**config.mk**
```make
export PLATFORM = sky130hd
export DESIGN_NAME = stack_sequencer_flat
export DESIGN_NICKNAME = d
export VERILOG_FILES = /design/src/rtl/stack_sequencer_if.sv /design/src/rtl/stack_sequencer.sv /design/src/flat_wrapper.sv
export SDC_FILE = /design/constraint.sdc
export NUM_CORES = 1
export LEC_CHECK = 0
export CELL_PAD_IN_SITES_DETAIL_PLACEMENT = 1
export CELL_PAD_IN_SITES_GLOBAL_PLACEMENT = 2
export CORE_MARGIN = 2
export CORE_UTILIZATION = 32
export DETAILED_ROUTE_END_ITERATION = 10
export PLACE_DENSITY = 0.84
export SKIP_CTS_REPAIR_TIMING = 1
export SLEW_MARGIN = 10
export SYNTH_ARGS = -nofsm -noshare
export SYNTH_HDL_FRONTEND = slang
export SYNTH_SLANG_ARGS = --single-unit
```
**constraint.sdc**
```tcl
create_clock -name clk -period 3.5 [get_ports clk]
set_input_delay 0.35 -clock clk [delete_from_list [all_inputs] [get_ports clk]]
set_output_delay 0.35 -clock clk [all_outputs]
set_load 0.005 [all_outputs]
```
**src/rtl/stack_sequencer_if.sv**
```systemverilog
// ---------------------------------------------------------------------------
// stack_sequencer_if
// Bundles the core-facing request/response signals and the 16-bit data
// memory port of the stack sequencer into one interface.
//
//   master modport (core + memory side, drives requests and read data):
//     start, op[1:0], pc_in[31:0], flags_in[2:0], mem_rdata[15:0] -> out
//     mem_addr, mem_wdata, mem_we, mem_re, busy, done,
//     pc_out, flags_out, sp, stack_err                          <- in
//   slave modport (the sequencer itself): directions mirrored.
// ---------------------------------------------------------------------------
interface stack_sequencer_if #(
  parameter int ADDR_W = 12
);

  logic              start;
  logic [1:0]        op;
  logic [31:0]       pc_in;
  logic [2:0]        flags_in;
  logic [15:0]       mem_rdata;
  logic [ADDR_W-1:0] mem_addr;
  logic [15:0]       mem_wdata;
  logic              mem_we;
  logic              mem_re;
  logic              busy;
  logic              done;
  logic [31:0]       pc_out;
  logic [2:0]        flags_out;
  logic [ADDR_W-1:0] sp;
  logic              stack_err;

  modport master (
    output start, op, pc_in, flags_in, mem_rdata,
    input  mem_addr, mem_wdata, mem_we, mem_re, busy, done,
           pc_out, flags_out, sp, stack_err
  );

  modport slave (
    input  start, op, pc_in, flags_in, mem_rdata,
    output mem_addr, mem_wdata, mem_we, mem_re, busy, done,
           pc_out, flags_out, sp, stack_err
  );

endinterface

```
**src/rtl/stack_sequencer.sv**
```systemverilog
// ---------------------------------------------------------------------------
// stack_sequencer
// Multi-cycle controller moving a 32-bit PC (and optionally 3-bit flags)
// between the core and a 16-bit data memory for CALL/RET/INT/RTI. It owns
// the stack pointer, issues one memory word per cycle and holds busy high
// until the transfer is finished.
//
// Ports:
//   clk  - clock, rising edge
//   rst  - asynchronous active-high reset
//   bus  - stack_sequencer_if.slave:
//            start/op/pc_in/flags_in  request (op: 00 push PC, 01 pop PC,
//                                      10 push PC+flags, 11 pop flags+PC)
//            mem_addr/mem_wdata/mem_we/mem_re/mem_rdata  memory port
//            busy/done/pc_out/flags_out/sp/stack_err     status/results
//
// Optional feature: define STACK_GUARD_EN to reject pushes that would go
// below SP_MIN and pops that would go above SP_INIT. A rejected request
// jumps straight to FINISH with stack_err pulsed alongside done. Without
// the macro stack_err is tied low and sp wraps modulo 2^ADDR_W.
// ---------------------------------------------------------------------------
module stack_sequencer #(
  parameter int                ADDR_W  = 12,
  parameter logic [ADDR_W-1:0] SP_INIT = 12'hFFF,
  parameter logic [ADDR_W-1:0] SP_MIN  = 12'h800
) (
  input logic               clk,
  input logic               rst,
  stack_sequencer_if.slave  bus
);

  typedef enum logic [3:0] {
    IDLE, PUSH_HI, PUSH_LO, PUSH_F, POP_F, POP_LO, POP_HI, WAIT_RD, FINISH
  } state_t;

  state_t            r_state;
  state_t            w_next;
  state_t            r_prev;
  logic [ADDR_W-1:0] r_sp;
  logic [ADDR_W-1:0] w_spPlus1;
  logic [31:0]       r_pc;
  logic [2:0]        r_flags;
  logic              r_withFlags;
  logic [15:0]       r_shLo;
  logic [2:0]        r_shF;
  logic [31:0]       r_pcOut;
  logic [2:0]        r_flagsOut;
  logic              w_guardFail;

  assign w_spPlus1 = r_sp + ADDR_W'(1);

`ifdef STACK_GUARD_EN
  logic              r_err;
  logic [ADDR_W+1:0] w_spExt;
  logic [ADDR_W+1:0] w_words;

  // The bound check is done two bits wider than the stack pointer so that
  // sp-n+1 and sp+n can never wrap and hide an out-of-range transfer.
  always_comb begin
    w_spExt     = {2'b00, r_sp};
    w_words     = bus.op[1] ? (ADDR_W+2)'(3) : (ADDR_W+2)'(2);
    w_guardFail = 1'b0;
    if (bus.op[0])
      w_guardFail = (w_spExt + w_words) > {2'b00, SP_INIT};
    else
      w_guardFail = (w_spExt + (ADDR_W+2)'(1)) < ({2'b00, SP_MIN} + w_words);
  end

  // The error flag is latched at the accepted start and only shown during
  // FINISH, so stack_err pulses in the same cycle as done.
  always_ff @(posedge clk or posedge rst) begin
    if (rst)
      r_err <= 1'b0;
    else if (r_state == IDLE && bus.start)
      r_err <= w_guardFail;
  end

  assign bus.stack_err = (r_state == FINISH) && r_err;
`else
  assign w_guardFail   = 1'b0;
  assign bus.stack_err = 1'b0;
`endif

  // State register. r_prev remembers which read was issued last cycle so
  // the returning word can be steered into the right shadow field.
  always_ff @(posedge clk or posedge rst) begin
    if (rst) begin
      r_state <= IDLE;
      r_prev  <= IDLE;
    end else begin
      r_state <= w_next;
      r_prev  <= r_state;
    end
  end

  // Next-state and memory strobes. Pushes write at sp, pops read at sp+1;
  // every other state leaves the memory port idle with zeroed address/data.
  always_comb begin
    w_next        = r_state;
    bus.busy      = (r_state != IDLE);
    bus.done      = 1'b0;
    bus.mem_we    = 1'b0;
    bus.mem_re    = 1'b0;
    bus.mem_addr  = '0;
    bus.mem_wdata = '0;
    case (r_state)
      IDLE: begin
        if (bus.start) begin
          if (w_guardFail)
            w_next = FINISH;
          else if (bus.op[0])
            w_next = bus.op[1] ? POP_F : POP_LO;
          else
            w_next = PUSH_HI;
        end
      end
      PUSH_HI: begin
        bus.mem_we    = 1'b1;
        bus.mem_addr  = r_sp;
        bus.mem_wdata = r_pc[31:16];
        w_next        = PUSH_LO;
      end
      PUSH_LO: begin
        bus.mem_we    = 1'b1;
        bus.mem_addr  = r_sp;
        bus.mem_wdata = r_pc[15:0];
        w_next        = r_withFlags ? PUSH_F : FINISH;
      end
      PUSH_F: begin
        bus.mem_we    = 1'b1;
        bus.mem_addr  = r_sp;
        bus.mem_wdata = {13'b0, r_flags};
        w_next        = FINISH;
      end
      POP_F: begin
        bus.mem_re   = 1'b1;
        bus.mem_addr = w_spPlus1;
        w_next       = POP_LO;
      end
      POP_LO: begin
        bus.mem_re   = 1'b1;
        bus.mem_addr = w_spPlus1;
        w_next       = POP_HI;
      end
      POP_HI: begin
        bus.mem_re   = 1'b1;
        bus.mem_addr = w_spPlus1;
        w_next       = WAIT_RD;
      end
      WAIT_RD: begin
        w_next = FINISH;
      end
      FINISH: begin
        bus.done = 1'b1;
        w_next   = IDLE;
      end
      default: begin
        w_next = IDLE;
      end
    endcase
  end

  // Datapath: request capture at start, stack pointer stepping, and shadow
  // capture of returned words. The high PC word arrives during WAIT_RD and
  // is folded straight into pc_out on the edge into FINISH, so pc_out and
  // flags_out change exactly when done is raised.
  always_ff @(posedge clk or posedge rst) begin
    if (rst) begin
      r_sp        <= SP_INIT;
      r_pc        <= '0;
      r_flags     <= '0;
      r_withFlags <= 1'b0;
      r_shLo      <= '0;
      r_shF       <= '0;
      r_pcOut     <= '0;
      r_flagsOut  <= '0;
    end else begin
      if (r_state == IDLE && bus.start) begin
        r_pc        <= bus.pc_in;
        r_flags     <= bus.flags_in;
        r_withFlags <= bus.op[1];
      end
      case (r_state)
        PUSH_HI, PUSH_LO, PUSH_F: r_sp <= r_sp - ADDR_W'(1);
        POP_F, POP_LO, POP_HI:    r_sp <= w_spPlus1;
        default:                  r_sp <= r_sp;
      endcase
      case (r_prev)
        POP_F:   r_shF  <= bus.mem_rdata[2:0];
        POP_LO:  r_shLo <= bus.mem_rdata;
        default: r_shLo <= r_shLo;
      endcase
      if (r_state == WAIT_RD) begin
        r_pcOut <= {bus.mem_rdata, r_shLo};
        if (r_withFlags)
          r_flagsOut <= r_shF;
      end
    end
  end

  assign bus.sp        = r_sp;
  assign bus.pc_out    = r_pcOut;
  assign bus.flags_out = r_flagsOut;

endmodule
```
**src/flat_wrapper.sv**
```systemverilog
// flat-port wrapper written by rule: the top's interface ports become plain ports
module stack_sequencer_flat 
#(
  parameter int                ADDR_W  = 12,
  parameter logic [ADDR_W-1:0] SP_INIT = 12'hFFF,
  parameter logic [ADDR_W-1:0] SP_MIN  = 12'h800
)
  (clk, rst, bus_start, bus_op, bus_pc_in, bus_flags_in, bus_mem_rdata, bus_mem_addr, bus_mem_wdata, bus_mem_we, bus_mem_re, bus_busy, bus_done, bus_pc_out, bus_flags_out, bus_sp, bus_stack_err);
  stack_sequencer_if #(.ADDR_W(ADDR_W)) bus_i ();
  input logic clk;
  input logic rst;
  input wire logic [$bits(bus_i.start)-1:0] bus_start;
  input wire logic [$bits(bus_i.op)-1:0] bus_op;
  input wire logic [$bits(bus_i.pc_in)-1:0] bus_pc_in;
  input wire logic [$bits(bus_i.flags_in)-1:0] bus_flags_in;
  input wire logic [$bits(bus_i.mem_rdata)-1:0] bus_mem_rdata;
  output wire logic [$bits(bus_i.mem_addr)-1:0] bus_mem_addr;
  output wire logic [$bits(bus_i.mem_wdata)-1:0] bus_mem_wdata;
  output wire logic [$bits(bus_i.mem_we)-1:0] bus_mem_we;
  output wire logic [$bits(bus_i.mem_re)-1:0] bus_mem_re;
  output wire logic [$bits(bus_i.busy)-1:0] bus_busy;
  output wire logic [$bits(bus_i.done)-1:0] bus_done;
  output wire logic [$bits(bus_i.pc_out)-1:0] bus_pc_out;
  output wire logic [$bits(bus_i.flags_out)-1:0] bus_flags_out;
  output wire logic [$bits(bus_i.sp)-1:0] bus_sp;
  output wire logic [$bits(bus_i.stack_err)-1:0] bus_stack_err;
  assign bus_i.start = bus_start;
  assign bus_i.op = bus_op;
  assign bus_i.pc_in = bus_pc_in;
  assign bus_i.flags_in = bus_flags_in;
  assign bus_i.mem_rdata = bus_mem_rdata;
  assign bus_mem_addr = bus_i.mem_addr;
  assign bus_mem_wdata = bus_i.mem_wdata;
  assign bus_mem_we = bus_i.mem_we;
  assign bus_mem_re = bus_i.mem_re;
  assign bus_busy = bus_i.busy;
  assign bus_done = bus_i.done;
  assign bus_pc_out = bus_i.pc_out;
  assign bus_flags_out = bus_i.flags_out;
  assign bus_sp = bus_i.sp;
  assign bus_stack_err = bus_i.stack_err;
  stack_sequencer #(.ADDR_W(ADDR_W), .SP_INIT(SP_INIT), .SP_MIN(SP_MIN)) u_core (.clk(clk), .rst(rst), .bus(bus_i));
endmodule
```
==> qor.yml <==
wl_met3_um: 499
synthCells: 375
cp_cell_sequence: "buf_4 -> a211o_1 -> inv_1 -> nand2_1 -> o31ai_1 -> clkdlybuf4s50_1"
ant_nets: 0
die_width_um: 128.7
start_kind: "flop"
crit_type: "reg -> out"
row_count: 45
cts_max_level: 3
dp_hpwl_um: 8886
hold_path_class: "in -> async"
drv_slew: 0
grt_pass1_wl_um: 19680
rsz0062_at_grt: "no"
synth_top_area_share: 0.4926
drt-met1-wl_um: 5825
synthFlopType: "dfrtp_1"
clock_path_buffers: 2
worstPathArrival_ns: 2.82
core_region_area_mm2: 0.01520
dp_slack_ns: 0.6965
grt_overflow_total: 0
ioPinCount: 136
gp_congestion: 0.7850
cp_max_fo: 15
syn_nets: 433
drc: 0
register_area_mm2: 0.002768
crit_buf_inv: 3
ys_warn_count: 0
area_growth_pct: 36.77
cp.required_ns: 3.15
max_cap_violations: 0
fin_skew_ns: 0.008068
route.final.wire_length_um: 12200
cts_buffers: 9
grt_max_degree: 56
vias_per_cell: 4.933
layout.nets: 564
fin_crit_ns: 3.165
clock_latency_ns: 0.35
syn_area_per_cell_um2: 13.28
critPathMaxStageDelay_ns: 0.54
first_global_vias: 3675
setup_viol: 0
dieHeight_um: 128.7
synth_seq_cells: 110
fin_ws_ns: 0.3348
cts_tree: "done"
path_clk_slew_ns: 0.07
async_flop_share: 1.000
io_buffers: 134
post-route-period-util: 0.9043
grt.total_usage: 0.1525
relSlewSlack: 0.4652
dieArea_mm2: 0.01657
highest_layer: "met4"
antenna_found_initial: 0
synth_edf_count: 0
wl_met2_um: 5647
fmax_mhz: 315.9
clock_sinks: 110
syn_area_mm2: 0.004979
wl_per_cell_um: 17.46
vias: 3448
antenna_cells: 0
fillers: 1575
crit_slowest_cell: "clkdlybuf4s50_1"
first_iter_violations: 123
multi_input_area_mm2: 0.002064
worst_pin_slew_ns: 0.7911
first_pass_iters: 4
power_density_mw_per_mm2: 912.4
synth_area_leader_cell: "dfrtp_1"
synth_area_leaders: "dfrtp_1, mux2_2, mux2_4"
synth_cell_types: 51
crit_family: "buffers and inverters"
leakage_nw: 2.949
cts_root_buf: "clkbuf_16"
status: "completed"
ir_drop_mv: 0.3437
setup_tns_ns: 0
final_layout_size_suffix_gt1_frac: 0.2642
seq_area_frac_synth: 0.5559
hold_viol: 0
initial_core_util: 0.3275
worstSetupEndpointType: "output port"
## sequential cells by signal, summed over array words and instances, names as in the netlist
register,flops
u_core.r_pc,32
u_core.bus.flags_out,3
u_core.bus.sp,12
u_core.r_shLo,16
u_core.r_prev,4
u_core.r_state,4
u_core.r_withFlags,1
u_core.bus.pc_out,32
u_core.r_shF,3
u_core.r_flags,3
## cell usage in the layout, fill, tap and decap left out, types with 2 or more instances in the layout
master / n
nor2_1: 15
nor3_1: 4
nand2_1: 21
nand4b_1: 2
clkinvlp_4: 2
o41ai_1: 2
a22o_1: 13
o21ai_1: 2
xor2_1: 9
inv_1: 6
nand4_1: 2
o31ai_1: 3
nand2b_1: 2
ha_1: 2
o21ai_0: 14
clkdlybuf4s50_1: 134
dfrtp_1: 98
a21oi_1: 6
nand3_1: 8
clkbuf_1: 2
a22oi_1: 3
dfstp_2: 12
a211o_1: 2
mux2_4: 30
nor2b_1: 2
mux2_2: 63
inv_8: 2
and3_1: 3
buf_4: 9
o211ai_1: 2
xnor2_1: 4
clkbuf_16: 9
## synthesized netlist by cell type (all sizes together) (3+ instances only)
library cell,instances
xor2,9
mux2,93
a21oi,6
nor2,15
nor3,5
dfstp,12
a22oi,3
buf,15
o31ai,3
o21ai,17
clkbuf,8
a22o,13
inv,8
dfrtp,98
nand2,22
nand3,8
and3,3
xnor2,4
## metrics by stage
stage | util | std cells | instance area [µm²] | hold WS [ns] | power (mW)
after floorplan | - | 375 | 4979 | 0.4637 | 3.872
after global placement | 0.4281 | 683 | 6509 | 0.4803 | 5.100
after detailed placement | 0.4281 | 683 | 6509 | 0.4912 | 5.228
after CTS | 0.4479 | 699 | 6809 | 0.4799 | 6.306
after global routing | 0.4479 | 699 | 6809 | 0.5123 | 6.627
final | 0.4479 | 699 | 6809 | 0.4529 | 6.212
## where the power goes
| part | leakage, nW | switching, mW | internal [mW] | total (mW) |
|---|---|---|---|---|
| logic | 1.49 | 1.04 | 1.73 | 2.76 |
| registers | 1.32 | 0.473 | 1.93 | 2.41 |
| clock network | 0.140 | 0.477 | 0.566 | 1.04 |
| total | 2.95 | 1.99 | 4.23 | 6.21 |
## logic make-up after synthesis
kind of cell,count (synthesis),share of synthesized area
other cells,1,0.0007532
compound gates,54,0.07465
simple gates,70,0.07339
buf+inv,31,0.03242
mux,94,0.2350
xor+xnor,13,0.02287
flops,110,0.5559
fa+ha+maj,2,0.005026
## per-layer routing
layer | global-route usage | vias up
met5 | 0 | -
met4 | 0.06330 | 0
met3 | 0.02786 | 16
met2 | 0.2334 | 89
met1 | 0.2136 | 1742
li1 | - | 1601
## final cells by class
cell class | count | area share
Timing Repair Buffer | 143 | 0.2069
Sequential cell | 110 | 0.4065
Tap cell | 188 | 0.03455
Clock buffer | 11 | 0.03418
Clock inverter | 5 | 0.009923
Multi-Input combinational cell | 234 | 0.3032
Inverter | 8 | 0.004778
## path summary, 6_finish.rpt
check / startpoint / end / slack [ns] / cells past startpoint
min reg2reg: u_core.bus.pc_out[14] / u_core.bus.pc_out[14] / 0.50 / 1
max reg2reg: u_core.r_state[1] / u_core.bus.sp[5] / 1.43 / 6
min: rst / u_core.r_pc[22] / 0.45 / 2
max in group asynchronous: rst / u_core.bus.pc_out[26] / 2.23 / 3
min in group clk: u_core.bus.pc_out[14] / u_core.bus.pc_out[14] / 0.50 / 1
max: u_core.r_state[1] / bus_mem_addr[9] / 0.33 / 6
## worst register-to-register path: stages (launching register included)
cell and delay [ns]:
dfrtp_1 0.34, buf_4 0.21, a211o_1 0.44, inv_1 0.35
and2_1 0.25, a211o_1 0.28, xnor2_1 0.14
Power figures use the tool's default switching activity.
